<file path="config.mk">
export PLATFORM = sky130hd
export DESIGN_NAME = serial_pattern_tx
export DESIGN_NICKNAME = d
export VERILOG_FILES = /design/src/rtl/serial_pattern_tx.sv
export SDC_FILE = /design/constraint.sdc
export NUM_CORES = 1
export LEC_CHECK = 0
export ABC_AREA = 1
export CORE_MARGIN = 2
export CORE_UTILIZATION = 50
export DETAILED_ROUTE_END_ITERATION = 7
export DONT_BUFFER_PORTS = 1
export MAX_ROUTING_LAYER = met4
export PLACE_DENSITY = 0.7
export SYNTH_ARGS = -nofsm -noshare
export SYNTH_HDL_FRONTEND = slang
export SYNTH_SLANG_ARGS = --single-unit
</file>
<file path="constraint.sdc">
create_clock -name clk -period 2.59 [get_ports clk]
set_input_delay 0.1295 -clock clk [delete_from_list [all_inputs] [get_ports clk]]
set_output_delay 0.1295 -clock clk [all_outputs]
set_load 0.03 [all_outputs]
</file>
<file path="src/rtl/serial_pattern_tx.sv">
// rtl/serial_pattern_tx.sv - parallel-to-serial word transmitter with inter-word idle gap
module serial_pattern_tx #(
    parameter int WIDTH      = 8,
    parameter int GAP_CYCLES = 2,
    parameter bit MSB_FIRST  = 1'b1
) (
    input  logic             clk,
    input  logic             rst,
    input  logic [WIDTH-1:0] din,
    input  logic             din_valid,
    output logic             din_ready,
    output logic             x,
    output logic             x_en,
    output logic             busy,
    output logic             done
);

    localparam int CW = (WIDTH > 1) ? $clog2(WIDTH) : 1;
    localparam int GW = (GAP_CYCLES > 1) ? $clog2(GAP_CYCLES) : 1;
    localparam logic [CW-1:0] BIT_LAST = CW'(WIDTH - 1);
    localparam logic [GW-1:0] GAP_LAST = GW'((GAP_CYCLES > 0) ? GAP_CYCLES - 1 : 0);

    typedef enum logic [1:0] {IDLE, SHIFT, GAP} state_t;

    state_t           state;
    logic [WIDTH-1:0] sr;
    logic [CW-1:0]    bit_cnt;
    logic [GW-1:0]    gap_cnt;

    function automatic logic head(input logic [WIDTH-1:0] v);
        return MSB_FIRST ? v[WIDTH-1] : v[0];
    endfunction

    function automatic logic [WIDTH-1:0] advance(input logic [WIDTH-1:0] v);
        return MSB_FIRST ? (v << 1) : (v >> 1);
    endfunction

    assign din_ready = (state == IDLE) && !rst;
    assign busy      = (state != IDLE);

    // x is driven one cycle ahead of sr: sr always holds the bits not yet placed on x.
    always_ff @(posedge clk) begin
        if (rst) begin
            state   <= IDLE;
            sr      <= '0;
            bit_cnt <= '0;
            gap_cnt <= '0;
            x       <= 1'b0;
            x_en    <= 1'b0;
            done    <= 1'b0;
        end else begin
            done <= 1'b0;
            case (state)
                IDLE: begin
                    if (din_valid) begin
                        sr      <= advance(din);
                        x       <= head(din);
                        x_en    <= 1'b1;
                        bit_cnt <= BIT_LAST;
                        state   <= SHIFT;
                    end
                end
                SHIFT: begin
                    if (bit_cnt == '0) begin
                        x    <= 1'b0;
                        x_en <= 1'b0;
                        done <= 1'b1;
                        sr   <= '0;
                        if (GAP_CYCLES > 0) begin
                            gap_cnt <= GAP_LAST;
                            state   <= GAP;
                        end else begin
                            state <= IDLE;
                        end
                    end else begin
                        bit_cnt <= bit_cnt - 1'b1;
                        x       <= head(sr);
                        sr      <= advance(sr);
                    end
                end
                GAP: begin
                    if (gap_cnt == '0) begin
                        state <= IDLE;
                    end else begin
                        gap_cnt <= gap_cnt - 1'b1;
                    end
                end
                default: state <= IDLE;
            endcase
        end
    end

endmodule

</file>
==> metrics.txt <==
outcome=finished clean; Syn Nets=125; HPWL after detailed placement=1100 um; Synth Cell Area=822 um^2; via count=around 700; Worst-path clk slew=0.09 ns; CTS tree=yes; endpoints failing setup=0; measured slew at the worst slew-check pin=~0.55 ns; Power Dens Cells=between 700 and 800 mW/mm^2; Fmax=0.548 GHz; total CTS buffers=3; largest net degree at the start of global routing=16; synth top area cells=dfxtp_1 39%, nand2_1 11%, nor2_1 6.4%; Die Area=0.00198 mm^2; routing usage on met2=0.299; Rows=14; post-synth cell types=19; most frequent cells after synthesis=24 x nand2_1, 16 x dfxtp_1, 14 x nor2_1, 12 x inv_1, 10 x nand3_1; Sink Count=16; Hold Vio Cnt, Final=0; reg2reg setup slack=~1.1 ns; kind of critical path=reg2out; chip height=44.5 um; Vias per Instance=approximately 5.4; pins over their slew limit=0; GPL Wtd Cong=0.800; DR iter-0 viols=13; first drt pass iteration count=4; CP Max Fanout=11; vias in the first global route=651; most common cell in the netlist=nand2_1; CP Launch Type=flop; wirelength, routed=between 1500 and 2000 um; DP Area=803 um^2; Yosys warnings=0; Pwr Total=slightly below 0.6 mW; worst skew pair latency=~0.28 ns; Initial Util=0.539; clk root buf=clkbuf_4; post-DR wirelength/cell=12.3 um; Gate Count Post-Synth=112; PortBufs=0; crit path time final=1.82 ns; dpl ws=around 1.1 ns; Core ar.=between 0.0015 and 0.002 mm^2; diodes inserted=0; asr flop ratio synth=0; top-area cell type share of the netlist area=0.390; critical path data arrival time=1.69 ns; fin crit share=0.704; Buf+Inv Stages, Crit Path=1; crit path max-delay cell type=nor2_1; EDFF count, synth=0; Max Buffers Root-to-Sink=2; Hold WC Path Type=in2reg; met1 Track Usage GR=0.230; max-cap violations=0; CP cell instances=inv_1 -> nand2_1 -> nor2_1; TNS Setup=0 ns; # IOs=16; Fillers=about 150; sequential fraction of the synthesis area=0.390; gr usage total=0.191; Yosys reg bits=16; GR Util met3=0.0694; Util after Layout=0.548; first-pass GRT wire length=2690 um; NumNets Final=roughly 130; max_slew headroom=0.634; DRC Markers=0; Post-synth top flop=dfxtp_1; share of layout cells above drive strength 1=0.107; worst setup margin=0.766 ns; Pleak=0.363 nW; Die Span X=44.5 um; Clock Skews=0.00152 ns; CP peak stage delay=0.50 ns; antenna-violating nets left=0; VDD IR-drop max=480 uV; Avg Inst Size Synth=between 7 and 8 um^2; CTS HTree Levels=1; area leader, netlist=dfxtp_1; Post-CTS Setup Repair Bufs=0; GR Overflow Total=0; initial antenna violation count=0; final instance area=approximately 840 um^2; crit end category=primary output; most used routing layer=met2; RSZ-0062 raised after global routing=no; CP delay by family, top=simple AND/OR/NAND/NOR gates; area added between synthesis and finish=1.67%; CP required=about 2.5 ns
==> kinds of logic (layout without fill, tap and decap cells) <==
| logic type | after synthesis | after routing | synth area share |
|---|---|---|---|
| compound gates | 22 | 22 | 0.183 |
| fa+ha+maj | 2 | 2 | 0.0304 |
| buf+inv | 18 | 18 | 0.111 |
| flops | 16 | 16 | 0.390 |
| simple gates | 54 | 54 | 0.286 |
==> final timing paths <==
kind                                  from    endpoint  depth (start not counted)
worst max-delay path              state[0]   din_ready                          3
worst min-delay path             din_valid       sr[1]                          2
worst max register to register    state[0]  bit_cnt[2]                          7
worst min register to register  bit_cnt[1]  bit_cnt[1]                          2
==> layout by cell type, fill, tap and decap left out, drive strengths merged <==
cell type | Yosys | routed
ha | 2 | 2
nand3 | 10 | 10
clkinv | 1 | 1
nand2 | 27 | 27
nand4 | 2 | 2
a21oi | 12 | 12
nor2 | 15 | 15
dlygate4sd3 | 0 | 1
clkbuf | 0 | 3
a21boi | 7 | 7
inv | 13 | 13
o21ai | 3 | 3
dfxtp | 16 | 16
==> state kept, by name, summed over array words and instances (netlist names) <==
| name | cells |
|---|---|
| sr | 7 |
| bit_cnt | 3 |
| done | 1 |
| x | 1 |
| gap_cnt | 1 |
| state | 2 |
| x_en | 1 |
==> report_power, final <==
group          total [mW]  switching (mW)  leakage, nW  internal, mW
clock network       0.133          0.0785       0.0138        0.0540
registers           0.305          0.0288        0.133         0.277
logic               0.151           0.101        0.217        0.0491
==> metal layers <==
metal,share of wire,vias up
li1,-,358
met1,0.46,304
met2,0.44,27
met3,0.078,6
met4,0.017,0
met5,0,-
==> cell type report <==
type | count | area [um^2] | share of cell area
inverter | 14 | 52.6 | 0.0629
clock buffer | 3 | 22.5 | 0.0269
sequential | 16 | 320 | 0.383
timing repair buffer | 1 | 10.0 | 0.0120
multi-input combinational | 78 | 410 | 0.491
tap | 16 | 20.0 | 0.0240
==> repair_timing <==
action / CTS / global route
resized for setup: 0 / 0
hold endpoints to repair: 7 / 0
hold buffers: 1 / 0
==> through the flow <==
stage | std cells | hold WS (ns)
floorplan | 112 | 0.314
global placement | 124 | 0.194
detailed placement | 124 | 0.194
CTS | 128 | 0.0213
global route | 128 | 0.0110
finish | 128 | 0.0221
Note: power is estimated with default switching activity, not from simulation.
